$ cat src/rtl/load_store_unit.sv
// Load/store unit: accepts one request at a time from execute, performs word-only
// memory accesses (read-modify-write for sub-word stores), and holds the response
// until writeback accepts it.
module load_store_unit #(
  parameter int unsigned ADDR_WIDTH = 10,
  parameter int unsigned DATA_WIDTH = 32
) (
  input  logic                  clk_i,
  input  logic                  rst_ni,
  input  logic                  req_valid_i,
  output logic                  req_ready_o,
  input  logic                  req_we_i,
  input  logic [2:0]            req_funct3_i,
  input  logic [31:0]           req_addr_i,
  input  logic [DATA_WIDTH-1:0] req_wdata_i,
  input  logic [4:0]            req_rd_i,
  output logic [3:0]            mem_rw_ctrl_o,
  output logic [ADDR_WIDTH-1:0] mem_waddr_o,
  output logic [ADDR_WIDTH-1:0] mem_raddr_o,
  output logic [DATA_WIDTH-1:0] mem_wdata_o,
  input  logic [DATA_WIDTH-1:0] mem_rdata_i,
  output logic                  rsp_valid_o,
  input  logic                  rsp_ready_i,
  output logic [DATA_WIDTH-1:0] rsp_data_o,
  output logic [4:0]            rsp_rd_o,
  output logic                  rsp_err_o
);

  // Byte-address bits that reach memory; anything above wraps.
  localparam int unsigned AddrBits = ADDR_WIDTH + 2;

  typedef enum logic [2:0] {StIdle, StLoad, StRmwRd, StStore, StResp} state_e;

  state_e                state_q, state_d;
  logic [2:0]            funct3_q, funct3_d;
  logic [AddrBits-1:0]   addr_q, addr_d;
  logic [DATA_WIDTH-1:0] wdata_q, wdata_d;
  logic [4:0]            rd_q, rd_d;
  logic                  err_q, err_d;
  logic [DATA_WIDTH-1:0] rsp_data_q, rsp_data_d;

  logic                  accept;
  logic                  req_err;
  logic [7:0]            lane_b;
  logic [15:0]           lane_h;
  logic [DATA_WIDTH-1:0] load_val;
  logic [DATA_WIDTH-1:0] merged;

  logic unused_addr;
  assign unused_addr = ^req_addr_i[31:AddrBits];

  assign accept = req_valid_i && (state_q == StIdle);

  // Classify an incoming request as illegal funct3 or misaligned.
  always_comb begin
    req_err = 1'b0;
    case (req_funct3_i)
      3'b000:  req_err = 1'b0;
      3'b001:  req_err = req_addr_i[0];
      3'b010:  req_err = |req_addr_i[1:0];
      3'b100:  req_err = req_we_i;
      3'b101:  req_err = req_we_i | req_addr_i[0];
      default: req_err = 1'b1;
    endcase
  end

  // Extract and extend the addressed lane from the read word.
  always_comb begin
    lane_b = mem_rdata_i[{addr_q[1:0], 3'b000} +: 8];
    lane_h = mem_rdata_i[{addr_q[1], 4'b0000} +: 16];
    case (funct3_q[1:0])
      2'b00:   load_val = {{24{lane_b[7] & ~funct3_q[2]}}, lane_b};
      2'b01:   load_val = {{16{lane_h[15] & ~funct3_q[2]}}, lane_h};
      default: load_val = mem_rdata_i;
    endcase
  end

  // Splice store data into the read word for sub-word stores.
  always_comb begin
    merged = mem_rdata_i;
    if (!funct3_q[0]) begin
      merged[{addr_q[1:0], 3'b000} +: 8] = wdata_q[7:0];
    end else begin
      merged[{addr_q[1], 4'b0000} +: 16] = wdata_q[15:0];
    end
  end

  // State register.
  always_ff @(posedge clk_i or negedge rst_ni) begin
    if (!rst_ni) begin
      state_q <= StIdle;
    end else begin
      state_q <= state_d;
    end
  end

  // Next-state logic.
  always_comb begin
    state_d = state_q;
    case (state_q)
      StIdle: begin
        if (accept) begin
          if (req_err) begin
            state_d = StResp;
          end else if (!req_we_i) begin
            state_d = StLoad;
          end else if (req_funct3_i == 3'b010) begin
            state_d = StStore;
          end else begin
            state_d = StRmwRd;
          end
        end
      end
      StLoad:  state_d = StResp;
      StRmwRd: state_d = StStore;
      StStore: state_d = StResp;
      StResp:  if (rsp_ready_i) state_d = StIdle;
      default: state_d = StIdle;
    endcase
  end

  // State-decoded outputs; reset forces StIdle so the write strobe drops at once.
  always_comb begin
    req_ready_o   = (state_q == StIdle);
    rsp_valid_o   = (state_q == StResp);
    mem_rw_ctrl_o = 4'b0010;
    mem_wdata_o   = '0;
    if (state_q == StStore) begin
      mem_rw_ctrl_o = 4'b1010;
      mem_wdata_o   = wdata_q;
    end
  end

  // Datapath next-state: latch on accept, capture load result, capture merged word.
  always_comb begin
    funct3_d   = funct3_q;
    addr_d     = addr_q;
    wdata_d    = wdata_q;
    rd_d       = rd_q;
    err_d      = err_q;
    rsp_data_d = rsp_data_q;
    if (accept) begin
      funct3_d   = req_funct3_i;
      addr_d     = req_addr_i[AddrBits-1:0];
      wdata_d    = req_wdata_i;
      rd_d       = req_rd_i;
      err_d      = req_err;
      rsp_data_d = '0;
    end
    if (state_q == StLoad) begin
      rsp_data_d = load_val;
    end
    if (state_q == StRmwRd) begin
      wdata_d = merged;
    end
  end

  // Datapath registers.
  always_ff @(posedge clk_i or negedge rst_ni) begin
    if (!rst_ni) begin
      funct3_q   <= '0;
      addr_q     <= '0;
      wdata_q    <= '0;
      rd_q       <= '0;
      err_q      <= 1'b0;
      rsp_data_q <= '0;
    end else begin
      funct3_q   <= funct3_d;
      addr_q     <= addr_d;
      wdata_q    <= wdata_d;
      rd_q       <= rd_d;
      err_q      <= err_d;
      rsp_data_q <= rsp_data_d;
    end
  end

  assign mem_waddr_o = addr_q[AddrBits-1:2];
  assign mem_raddr_o = addr_q[AddrBits-1:2];
  assign rsp_data_o  = rsp_data_q;
  assign rsp_rd_o    = rd_q;
  assign rsp_err_o   = err_q;

endmodule

$ cat config.mk
export PLATFORM = sky130hd
export DESIGN_NAME = load_store_unit
export DESIGN_NICKNAME = d
export VERILOG_FILES = /design/src/rtl/load_store_unit.sv
export SDC_FILE = /design/constraint.sdc
export NUM_CORES = 1
export LEC_CHECK = 0
export CAP_MARGIN = 30
export CORE_ASPECT_RATIO = 1.2
export CORE_MARGIN = 2
export CORE_UTILIZATION = 45
export DETAILED_ROUTE_END_ITERATION = 8
export HOLD_SLACK_MARGIN = 0.06
export PLACE_DENSITY_LB_ADDON = 0.3
export SYNTH_ARGS = -nofsm -noshare
export SYNTH_HDL_FRONTEND = slang
export SYNTH_SLANG_ARGS = --single-unit
$ cat constraint.sdc
create_clock -name clk_i -period 2.6 [get_ports clk_i]
set_input_delay 0.52 -clock clk_i [delete_from_list [all_inputs] [get_ports clk_i]]
set_output_delay 0.52 -clock clk_i [all_outputs]
set_load 0.005 [all_outputs]
======== Word level (Yosys, flattened, before mapping) ========
Index checks and enable logic that the tools add are counted.
word-level totals
  register bits after elaboration ......... 88
  bits of input ports ..................... 109
  output and inout bits ................... 96
  word-level logic and storage cells ...... 56
cells by class
  add/subtract/negate cells ............... 2
  eq/ne operators ......................... 11
  shifts and indexed selects .............. 6
  mux-type cells .......................... 17
  bitwise operators ....................... 4
  reductions and logical operators ........ 9
operators with widths
  operator                                               count
  2-to-1 mux 32 bit                                      6
  bitwise mux 32 bit                                     2
  case mux 32 bit (2 select lines)                       1
  variable shift 16 x 7 -> 32 bit, first input constant  1
  variable shift 8 x 7 -> 32 bit, first input constant   1
  indexed part select 16 x 7 -> 32 bit                   1
  indexed part select 32 x 6 -> 16 bit                   1
  indexed part select 32 x 6 -> 8 bit                    1
  indexed part select 8 x 7 -> 32 bit                    1
  negator 5 -> 7 bit                                     2
  case mux 3 bit (4 select lines)                        1
  == test 3 x 2 -> 1 bit, second input constant          3
  == test 3 bit, second input constant                   3
  2-to-1 mux 3 bit                                       3
  == test 3 x 1 -> 1 bit, second input constant          2
  zero test 3 bit                                        2
  case mux 1 bit (5 select lines)                        1
  2-to-1 mux 4 bit                                       1
  inequality test 2 x 1 -> 1 bit, second input constant  2
  nonzero test 2 bit                                     2
  OR reduction 2 bit                                     2
  AND 1 bit                                              2
  == test 2 x 1 -> 1 bit, second input constant          1
  zero test 2 bit                                        1
  other kinds (6)                                        6

======== Logic depth before layout (Yosys ltp) ========
Gate-level depths: netlist of run 1.
  word-level depth ........................ 6
  depth in mapped cells ................... 9
  depth with buffers taken out ............ 6

======== Worst setup path after synthesis of run 1 ========
No wires, ideal clock.
  kind .................................... flip-flop to flip-flop
  start point ............................. reg addr_q[1]
  end point ............................... reg wdata_q[30]
  setup time .............................. 0.077 ns
  data arrival time ....................... 2.060 ns
  data required time ...................... 2.523 ns
  path slack .............................. 0.462 ns
  cell stages (with the launch flop) ...... 9
  path buffers ............................ 2
  period minus slack after synthesis ...... 2.138 ns
  path through ............................ dfrtp_1 > buf_4 > buf_2 > inv_1 > ha_1 > nor4bb_1 > a221o_1 > a22oi_1 > a21oi_1
between the ends
  word-level cells in the longest chain between the ends .. 5
  elaborated cells between the ends (all ways) .. 10
  those cells by class .................... add/sub (2); shift (4); mux (4)
RTL lines
  item                                                                line    RTL
  from (decl)                                                         36      logic [AddrBits-1:0] addr_q, addr_d;
  from (signal assigned)                                              169     addr_q <= addr_d;
  negator 5 -> 7 bit, on equally long branches                        84, 82
  indexed part select 16 x 7 -> 32 bit, or another cell as far along  84      merged[{addr_q[1], 4'b0000} +: 16] = wdata_q[15:0];
  bitwise mux 32 bit, on equally long branches                        84, 82
  2-to-1 mux 32 bit (*)                                               81      if (!funct3_q[0]) begin
  2-to-1 mux 32 bit (*)                                               153     if (state_q == StRmwRd) begin
  to (signal assigned)                                                170     wdata_q <= wdata_d;
  to (decl)                                                           37      logic [DATA_WIDTH-1:0] wdata_q, wdata_d;
Every way passes the cells marked *; elsewhere a longest branch is shown, timed or not.
A chain may end at the register's enable or synchronous reset.

======== Final worst setup path of run 1 ========
  start point ............................. reg state_q[2]
  end point ............................... out mem_wdata_o[1]
between the ends
  word-level cells in the longest chain between the ends .. 2
RTL lines
  item                    line  RTL
  from (decl)             34    state_e state_q, state_d;
  from (signal assigned)  91    state_q <= StIdle;
  from (signal assigned)  93    state_q <= state_d;
  == test 3 x 2 -> 1 bit  128   if (state_q == StStore) begin
  2-to-1 mux 32 bit       128
  to (decl)               20    output logic [DATA_WIDTH-1:0] mem_wdata_o,
No other way between the ends.

==> flow_summary.ini, run 1 <==
[routing]
routed-wl-met3_um = 1460
vias_per_cell = 5.75
detailedRoute.firstIterationViolations = 354
met2WireLength_um = 8070
drt_first_pass_iters = 6
post-route-drc-count = 0
drt_wl_total_um = 16500
m1WireLength_um = 6470
highest-signal-layer = met4
ant_nets_after_route = 0
avgRoutedWirePerCell_um = 19.0
routed-via-count = 5008

[status]
run_status = finished, final reports clean

[setup_path]
worst_setup_path_startpoint = state_q[2]
crit_arrival_ns = 2.00
required_ns = 2.08
start_kind = flop
crit_path_max_fanout = 33
cp_top_family = buffers and inverters
r2r_slack_ns = 0.45
critPathMaxStageDelay_ns = 0.53
crit_slowest_cell = clkdlybuf4s50_1
reg2reg_from = addr_q[0]
endpoint_type_of_the_worst_setup_path = output pin
critical_path_buf_inv_count = 3
worst-setup-path-type = reg -> out
crit_path_cell_trace = inv_1, and3_1, buf_12, and2_1, clkdlybuf4s50_1

[clocking]
clock_latency_ns = 0.34
cts_root_buf = clkbuf_16
cts-hold-fix-buffers = 0
clkSlewWorstSetupHoldPaths_ns = 0.06
cts_inserted_buffers = 9
cts_tree = done
htree_num_levels = 3
max-clock-path-buffers = 2
numClockSinks = 88

[placed_design]
port_buffer_count = 181
dp_hpwl_um = 12400
dp.cells = 855
routabilityCongestion = 0.917
dpl-instance-area_um2 = 7180

[cells_and_area]
summed_area_of_non_filler_cells_in_the_final_layout_um2 = 7500
layout.cells.non_filler = 871
n_antenna_cell = 0
synthToLayoutAreaGrowth_pct = 42.3
final_nets = 823
post_route_cells_drive_above_1_share_pct = 11.3

[sta]
rsz0062_at_grt = no
setup_viol_count_final = 0
largest_clock_skew_in_the_final_design_ns = 0.00688
final.setup.tns_ns = 0
timing.hold.ws_ns = 0.168
worst_pin_slew_ns = 0.744
timing.fmax_mhz = 397
min_period_over_period_pct = 96.9
period_needed_ns = 2.52
maxSlewHeadroom_pct = 49.7
timing_hold_violations_final = 0
report.final.slew_viol_count = 0

[yosys]
netlist_area_um2 = 5270
synth_top_family_by_area = compound AO/OA/AOI/OAI gates
synth_simple_gate_area_share_pct = 17.1
synth_ff_type = dfrtp_1
synthXorXnorAreaFrac_pct = 0
synth.area.mux_share_pct = 8.07
post_syn_area_per_cell_um2 = 9.55
netlist-cell-type-count = 48
synth_fa_ha_area_share_pct = 1.19
synth-seq-area-share_pct = 41.8
async_flop_share_pct = 100
yosys_register_bits = 88
postSynthCellCount = 552
synth-warning-count = 0
synth_enable_flop_cells = 0
synth_compound_area_share_pct = 24.3

[global_route]
globalRouteTotalUtil_pct = 26.3
gr-total-overflow = 0
grt_start_max_net_pins = 46
first_pass_grt_wire_length_um = 25600
grt_antenna_before_repair = 0
first_global_vias = 4847

[pwr]
static_leakage_uw = 0.00313
power_density_of_the_placed_cells_nw_per_um2 = 1060
irDropWorstVdd_uv = 548
design_power_total_uw = 7920

[floorplan]
floorplan.die_area_um2 = 12600
die_x_um = 103
fp.dieH_um = 123
initial_core_util_pct = 45.8
core_um2 = 11500
rows = 43
ios = 205

[hold_path]
min_path_type = in -> async

[flow_run]
drv.max_cap_violation_count = 0
worst paths after layout:
| check | to | cells past startpoint |
|---|---|---|
| max | mem_wdata_o[1] | 5 |
| min | addr_q[5] | 1 |
| max reg2reg | wdata_q[27] | 6 |
| min reg2reg | rsp_rd_o[0] | 2 |
| max in group asynchronous | wdata_q[13] | 2 |
| min in group clk_i | rsp_rd_o[0] | 2 |
what timing repair did:
action / CTS / global route
setup endpoints to repair: 0 / 32
resized for setup: 0 / 4
setup buffers: 0 / 0
layout make-up:
class	instances	area, um2
Clock buffer	10	239
Clock inverter	6	68.8
Fill cell	983	4020
Inverter	7	26.3
Multi-Input combinational cell	392	2700
Sequential cell	88	2200
Tap cell	157	196
Timing Repair Buffer	211	2070
cell usage in the layout (no fill, tap or decap), types with 2 or more instances in the layout:
cell type and n:
nand2b_1 19, o22ai_1 8, clkbuf_16 9, and2_1 33
a41oi_1 4, a2111oi_4 2, nand2_1 69, clkinv_4 3
or3_1 2, buf_12 2, nand3b_1 2, a22oi_1 12
o2bb2ai_1 9, dfrtp_1 87, o21ai_0 27, nor3_1 4
a32o_1 12, inv_1 7, nor3_2 4, mux2i_1 20
ha_1 5, a22o_1 8, nor2b_1 9, a21oi_1 43
nor2_1 18, mux2_2 20, nor2_2 2, conb_1 3
buf_4 28, nor4bb_1 2, a221o_1 37, clkdlybuf4s50_1 180
nor3b_1 2, a31oi_1 2
logic make-up (layout without fill, tap and decap cells):
logic type | Yosys count | after routing
compound gates | 170 | 170
fa+ha+maj | 5 | 5
buf+inv | 73 | 234
flops | 88 | 88
mux | 40 | 40
other cells | 2 | 3
simple gates | 174 | 174
synthesized netlist by cell type, drive strengths merged, types with 12 or more instances:
cell,n,area (um2)
nand2,70,270
a22oi,12,90.1
buf,40,264
clkbuf,26,97.6
nand2b,19,119
mux2,20,225
and2,33,206
a221o,37,370
dfrtp,88,2200
o21ai,28,140
a21oi,43,215
nor2,20,77.6
a32o,12,120
mux2i,20,200
per-stage QoR:
step	setup slack (ns)	utilization (%)
2_1_floorplan	0.462	-
3_3_place_gp	0.113	62.2
3_5_place_dp	0.321	62.3
4_1_cts	0.00621	65.0
5_1_grt	0.0148	65.1
6_report	0.0815	65.1
where the power goes:
| group | switching, uW | internal, uW |
|---|---|---|
| registers | 562 | 2020 |
| clock network | 547 | 774 |
| logic | 1900 | 2120 |
| total | 3010 | 4910 |
flip-flops by register name, summed over array words and instances (netlist names):
| signal | flops |
|---|---|
| rsp_data_o | 32 |
| funct3_q | 3 |
| wdata_q | 32 |
| rsp_err_o | 1 |
| state_q | 3 |
| rsp_rd_o | 5 |
| addr_q | 12 |
layer usage:
layer / vias to the layer above / track usage, %
met4: 0 / 9.62
met1: 2420 / 33.6
met2: 247 / 43.1
met5: - / 0
met3: 32 / 6.72
li1: 2309 / -
(Power assumes the default switching activity.)
==> inputs of run 2 (changes only) <==
CTS_CLUSTER_SIZE = 20   (was unset)
==> results of run 2 <==
The final DEF is identical to that of run 1; final timing and power are the same.
